[src/rtl/dpy_pkg.sv]
// Shared types and helpers for the multiplexed 7-segment scanner:
// scan states, the hex segment table and leading-zero detection.
package dpy_pkg;

    typedef enum logic {
        SHOW  = 1'b0,
        BLANK = 1'b1
    } scan_state_t;

    localparam int MAX_DIGITS = 16;

    // Index = nibble value, bits = gfedcba, active-high.
    localparam logic [6:0] SEG_TABLE [16] = '{
        7'h3F, 7'h06, 7'h5B, 7'h4F, 7'h66, 7'h6D, 7'h7D, 7'h07,
        7'h7F, 7'h6F, 7'h77, 7'h7C, 7'h39, 7'h5E, 7'h79, 7'h71
    };

    function automatic logic [6:0] seg_of(input logic [3:0] nibble);
        return SEG_TABLE[nibble];
    endfunction

    // Highest digit index holding a non-zero nibble; 0 when every nibble is zero.
    function automatic logic [3:0] lz_top(input logic [4*MAX_DIGITS-1:0] num);
        logic [3:0] h;
        h = 4'd0;
        for (int i = 0; i < MAX_DIGITS; i++) begin
            if (num[4*i +: 4] != 4'h0) h = 4'(i);
        end
        return h;
    endfunction

endpackage

[src/rtl/dpy_decode.sv]
// Nibble to 7-segment (gfedcba, active-high) lookup.
module dpy_decode
    import dpy_pkg::*;
(
    input  logic [3:0] i_nibble,
    output logic [6:0] o_seg
);

    assign o_seg = seg_of(i_nibble);

endmodule

[src/rtl/dpy_scan_multi.sv]
// Multiplexed hex 7-segment scanner with frame snapshot, dead time, PWM,
// digit mask and leading-zero blanking. Define DPY_BLINK_EN to add per-digit blink.
module dpy_scan_multi
    import dpy_pkg::*;
#(
    parameter int NUM_DIGITS    = 8,
    parameter int SCAN_INTERVAL = 10_000,
    parameter int BLANK_CYCLES  = 100,
    parameter int BRIGHT_W      = 4
`ifdef DPY_BLINK_EN
    ,
    parameter int BLINK_FRAMES  = 32
`endif
) (
    input  logic                    clk,
    input  logic                    rst,
    input  logic [4*NUM_DIGITS-1:0] number,
    input  logic [NUM_DIGITS-1:0]   dp,
    input  logic [NUM_DIGITS-1:0]   digit_en,
    input  logic [BRIGHT_W-1:0]     brightness,
    input  logic                    lz_blank,
`ifdef DPY_BLINK_EN
    input  logic [NUM_DIGITS-1:0]   blink,
`endif
    output logic [NUM_DIGITS-1:0]   digit,
    output logic [7:0]              segment,
    output logic                    frame_start
);

    localparam int IDX_W   = $clog2(NUM_DIGITS);
    localparam int CNT_MAX = (SCAN_INTERVAL > BLANK_CYCLES) ? SCAN_INTERVAL : BLANK_CYCLES;
    localparam int CNT_W   = $clog2(CNT_MAX + 1);

    scan_state_t             r_state;
    logic [IDX_W-1:0]        r_idx;
    logic [CNT_W-1:0]        r_cnt;
    logic [BRIGHT_W-1:0]     r_pwm;
    logic [4*NUM_DIGITS-1:0] r_num;
    logic [NUM_DIGITS-1:0]   r_dp;
    logic                    r_lz;
    logic [NUM_DIGITS-1:0]   r_digit;
    logic [7:0]              r_segment;
    logic                    r_frame_start;

    scan_state_t             w_state_next;
    logic [IDX_W-1:0]        w_idx_next;
    logic [IDX_W-1:0]        w_idx_inc;
    logic [CNT_W-1:0]        w_cnt_next;
    logic                    w_frame_entry;
    logic [3:0]              w_nib;
    logic [6:0]              w_seg;
    logic [3:0]              w_lz_top;
    logic                    w_lz_hide;
    logic                    w_pwm_on;
    logic                    w_blink_dark;
    logic                    w_lit;

    assign w_idx_inc = (r_idx == IDX_W'(NUM_DIGITS - 1)) ? '0 : r_idx + 1'b1;

    // A frame begins on whichever edge enters SHOW with idx 0.
    always_comb begin
        w_state_next  = r_state;
        w_idx_next    = r_idx;
        w_cnt_next    = r_cnt + 1'b1;
        w_frame_entry = 1'b0;
        case (r_state)
            SHOW: begin
                if (r_cnt == CNT_W'(SCAN_INTERVAL - 1)) begin
                    w_cnt_next = '0;
                    w_idx_next = w_idx_inc;
                    if (BLANK_CYCLES == 0) begin
                        w_state_next  = SHOW;
                        w_frame_entry = (w_idx_inc == '0);
                    end else begin
                        w_state_next = BLANK;
                    end
                end
            end
            BLANK: begin
                if (BLANK_CYCLES == 0 || r_cnt == CNT_W'(BLANK_CYCLES - 1)) begin
                    w_cnt_next    = '0;
                    w_state_next  = SHOW;
                    w_frame_entry = (r_idx == '0);
                end
            end
            default: begin
                w_state_next = BLANK;
                w_cnt_next   = '0;
            end
        endcase
    end

    assign w_nib = r_num[{r_idx, 2'b00} +: 4];

    dpy_decode u_decode (
        .i_nibble (w_nib),
        .o_seg    (w_seg)
    );

    assign w_lz_top  = lz_top((4*MAX_DIGITS)'(r_num));
    assign w_lz_hide = r_lz && (32'(r_idx) > 32'(w_lz_top));
    assign w_pwm_on  = (brightness == '1) || (r_pwm < brightness);

`ifdef DPY_BLINK_EN
    localparam int FC_W = $clog2(BLINK_FRAMES + 1);

    logic [NUM_DIGITS-1:0] r_blink;
    logic [FC_W-1:0]       r_fcnt;
    logic                  r_phase;

    // Phase flips once BLINK_FRAMES whole frames have been shown.
    always_ff @(posedge clk or posedge rst) begin
        if (rst) begin
            r_blink <= '0;
            r_fcnt  <= '0;
            r_phase <= 1'b0;
        end else if (w_frame_entry) begin
            r_blink <= blink;
            if (r_fcnt == FC_W'(BLINK_FRAMES)) begin
                r_phase <= ~r_phase;
                r_fcnt  <= FC_W'(1);
            end else begin
                r_fcnt  <= r_fcnt + 1'b1;
            end
        end
    end

    assign w_blink_dark = r_phase && r_blink[r_idx];
`else
    assign w_blink_dark = 1'b0;
`endif

    assign w_lit = (r_state == SHOW) && digit_en[r_idx] && w_pwm_on && !w_blink_dark;

    always_ff @(posedge clk or posedge rst) begin
        if (rst) begin
            r_state       <= BLANK;
            r_idx         <= '0;
            r_cnt         <= '0;
            r_pwm         <= '0;
            r_num         <= '0;
            r_dp          <= '0;
            r_lz          <= 1'b0;
            r_digit       <= '0;
            r_segment     <= '0;
            r_frame_start <= 1'b0;
        end else begin
            r_state       <= w_state_next;
            r_idx         <= w_idx_next;
            r_cnt         <= w_cnt_next;
            r_pwm         <= r_pwm + 1'b1;
            r_frame_start <= w_frame_entry;
            if (w_frame_entry) begin
                r_num <= number;
                r_dp  <= dp;
                r_lz  <= lz_blank;
            end
            r_digit   <= w_lit ? (NUM_DIGITS'(1) << r_idx) : '0;
            r_segment <= w_lit ? {r_dp[r_idx], (w_lz_hide ? 7'h00 : w_seg)} : 8'h00;
        end
    end

    assign digit       = r_digit;
    assign segment     = r_segment;
    assign frame_start = r_frame_start;

endmodule
[config.mk]
export PLATFORM = sky130hd
export DESIGN_NAME = dpy_scan_multi
export DESIGN_NICKNAME = d
export VERILOG_FILES = /design/src/rtl/dpy_pkg.sv /design/src/rtl/dpy_decode.sv /design/src/rtl/dpy_scan_multi.sv
export SDC_FILE = /design/constraint.sdc
export NUM_CORES = 1
export LEC_CHECK = 0
export CAP_MARGIN = 15
export CORE_MARGIN = 5
export CORE_UTILIZATION = 30
export DETAILED_ROUTE_END_ITERATION = 10
export PLACE_DENSITY_LB_ADDON = 0.2
export SLEW_MARGIN = 0
export SYNTH_ARGS = -nofsm -noshare
export SYNTH_HDL_FRONTEND = slang
export SYNTH_SLANG_ARGS = --single-unit
[constraint.sdc]
create_clock -name clk -period 3.5 [get_ports clk]
set_clock_uncertainty 0.05 [all_clocks]
set_input_delay 0.525 -clock clk [delete_from_list [all_inputs] [get_ports clk]]
set_output_delay 0.525 -clock clk [all_outputs]
set_load 0.05 [all_outputs]
==> out/metrics.yaml <==
status:
  status: "completed"
synthesis:
  yosys_warnings: 0
  synth_edf_count: 0
  synth.top_cell.area_share: 0.497
  synth_cell_type_count: 45
  synth_top_flop_cell: "dfrtp_1"
  synth.avg_cell_area_um2: 12.8
  syn_inst: 312
  ys_top_cells_by_area: "dfrtp_1, mux2_2, ha_1"
  seq_area_frac_synth: 0.503
  ys_async_sr_fraction: 1.00
  synth_seq_cells: 80
  syn-cell-area_mm2: 0.00398
  synth_top_area_cell: "dfrtp_1"
  syn_nets: 386
  synth_most_common_cell: "dfrtp_1"
  synth_common_cells: "dfrtp_1, mux2_2, nor2_1"
global_routing:
  grt_pass1_wl_mm: 14.8
  antenna_found_initial: 0
  grt_pass1_vias: 2803
  overflow: 0
  grt.total_usage: 0.119
  grt_max_degree: 80
setup_path:
  cp-start-kind: "flip-flop"
  r2r_slack_ns: 0.81
  worst_ep_arrival_time_ns: 2.88
  worstSetupPathType: "flip-flop to flip-flop"
  startpoint: "r_num[20]"
  crit_path_end: "segment[4]"
  crit_fanout: 7
  worstSetupEndpointType: "flip-flop"
  worstReg2RegStart: "r_num[20]"
  r2r-end: "segment[4]"
  required_ns: 3.69
  worstRegToRegCells: 10
route:
  met1_length_mm: 4.20
  met3WireLength_um: 369
  topRoutingLayerUsed: "met4"
  via_count: 2620
  drtIter0Drc: 112
  wl_mm: 8.79
  wire_per_inst_um: 15.4
  route.detailed.drc: 0
  vias_per_cell: 4.60
  postRouteAntennaNets: 0
  dr.pass1.iters: 4
  route.met2.wl_mm: 4.04
sta:
  rsz0062_at_grt: "no"
  slew_headroom: 0.604
  drv_slew: 0
  finalCritPeriodShare: 0.769
  worst_pin_slew_ns: 0.577
  post-route-min-period_ns: 2.69
  setup_viol: 0
  finalHoldViolations: 0
  tns_ns: 0
  fmaxAchievable_mhz: 372
clock_network:
  cts_root_buf: "clkbuf_16"
  clock_sinks: 80
  cts_buffer_depth: 2
  clk_pin_slew_worst_paths_ns: 0.06
  cts_setup_buffers: 0
  cts_made_buffers: 9
  cts_hold_buf: 0
  clkLatencyLatePin_ns: 0.34
  htreeDepth: 3
  cts_resized: 0
  cts_tree: "built"
finish:
  syn_to_final_growth_pct: 29.8
  postLayoutCoreUtil: 0.393
  fillCellCount: 1287
  multi_input_area_mm2: 0.00184
  final_nets: 463
  post_layout_nonfiller_instances: 569
  drive_gt1_frac: 0.193
  antenna_cells: 0
  regArea_mm2: 0.00200
pwr:
  cellLeakagePower_nw: 2.39
  ir_worst_vdd_uv: 175
  p_clk_frac: 0.451
  combPwrFrac: 0.065
  switching_power_uw: 411
  p_int_mw: 1.51
  total_power_mw: 1.92
  powerDensity_mw_per_mm2: 372
  power_switching_share: 0.214
  p_seq_frac: 0.484
floorplanning:
  io_pins: 72
  die_area_mm2: 0.0157
  die_h_um: 125
  die_w_um: 125
  coreArea_mm2: 0.0131
  initial_core_util: 0.303
  rows: 42
place:
  port_buffers: 71
  dpl.hpwl_mm: 6.58
  dp_cells: 554
  gp_congestion: 0.780
hold_path:
  min_path_type: "input port to async pin"
flow_run:
  maxCapViolCount: 0
==> placed cells by master (no fill, tap or decap), types with 4 or more instances in the layout <==
cell type / n
nand3_1: 8
nor3_1: 4
clkbuf_16: 9
clkdlybuf4s50_1: 71
mux2_1: 5
ha_1: 19
nand2_1: 13
mux4_2: 10
xor2_1: 6
nor4_1: 5
inv_1: 14
o21ai_0: 7
buf_4: 6
and3_1: 9
a21oi_1: 6
nor2_1: 27
mux2_2: 36
mux2i_1: 5
xnor2_1: 9
dfrtp_1: 79
==> layer usage <==
metal / vias to the layer above / GRT usage
met1: 1274 / 0.159
met4: 0 / 0.0536
met3: 15 / 0.0307
met2: 58 / 0.184
li1: 1273 / -
met5: - / 0
==> stage by stage <==
| step | area [um^2] | hold WS (ns) | worst slack, ns |
|---|---|---|---|
| after floorplan | 3980 | 0.383 | 0.875 |
| after global placement | 4890 | 0.399 | 0.841 |
| after detailed placement | 4890 | 0.407 | 0.806 |
| after CTS | 5170 | 0.294 | 0.798 |
| after global routing | 5170 | 0.309 | 0.635 |
| final | 5170 | 0.306 | 0.810 |
==> power by group through the flow <==
stage               clock network (mW)  registers, mW  logic [mW]
CTS                              0.898          0.931       0.128
finish                           0.867          0.931       0.125
detailed placement                   0          0.948       0.128
global placement                     0          0.948       0.126
floorplan                            0          0.966      0.0246
global route                     0.931          0.931       0.136
==> worst min-delay path by stage <==
stage	startpoint	to	slack, ns	cells past startpoint
final	rst	r_num[30]	0.31	2
after global routing	rst	r_num[30]	0.31	2
after CTS	rst	r_num[30]	0.29	2
after detailed placement	r_cnt[0]	r_cnt[0]	0.41	1
after global placement	r_cnt[0]	r_cnt[0]	0.40	1
after floorplan	r_cnt[0]	r_cnt[0]	0.38	1
==> flip-flops by register name, indices dropped and copies added, names as in the netlist <==
name / cells
digit: 8
frame_start: 1
r_cnt: 14
r_dp: 8
r_idx: 3
r_lz: 1
r_num: 32
r_pwm: 4
r_state: 1
segment: 8
==> worst max-delay path, cell delays in order, from the launching register on <==
cell and delay, ns:
dfrtp_1 0.38, or4_1 0.53, nand2b_1 0.17, a21oi_1 0.13
nor2_1 0.06, ha_1 0.28, nor2b_1 0.13, o21ai_0 0.14
a21oi_1 0.10, a211o_1 0.34, a311oi_1 0.29
==> logic make-up (layout without fill, tap and decap cells) <==
logic type / after synthesis / count (layout) / synth area share
fa+ha+maj: 19 / 19 / 0.0597
mux: 61 / 61 / 0.214
xor+xnor: 15 / 15 / 0.0330
flops: 80 / 80 / 0.503
buf+inv: 27 / 108 / 0.0368
compound gates: 26 / 26 / 0.0447
simple gates: 84 / 84 / 0.109
==> cell type report <==
cell class | count | share of cell area
Sequential cell | 80 | 0.388
Tap cell | 176 | 0.0426
Clock inverter | 3 | 0.00339
Clock buffer | 12 | 0.0496
Inverter | 15 | 0.0111
Timing Repair Buffer | 78 | 0.150
Multi-Input combinational cell | 205 | 0.355
Power figures use the tool's default switching activity.
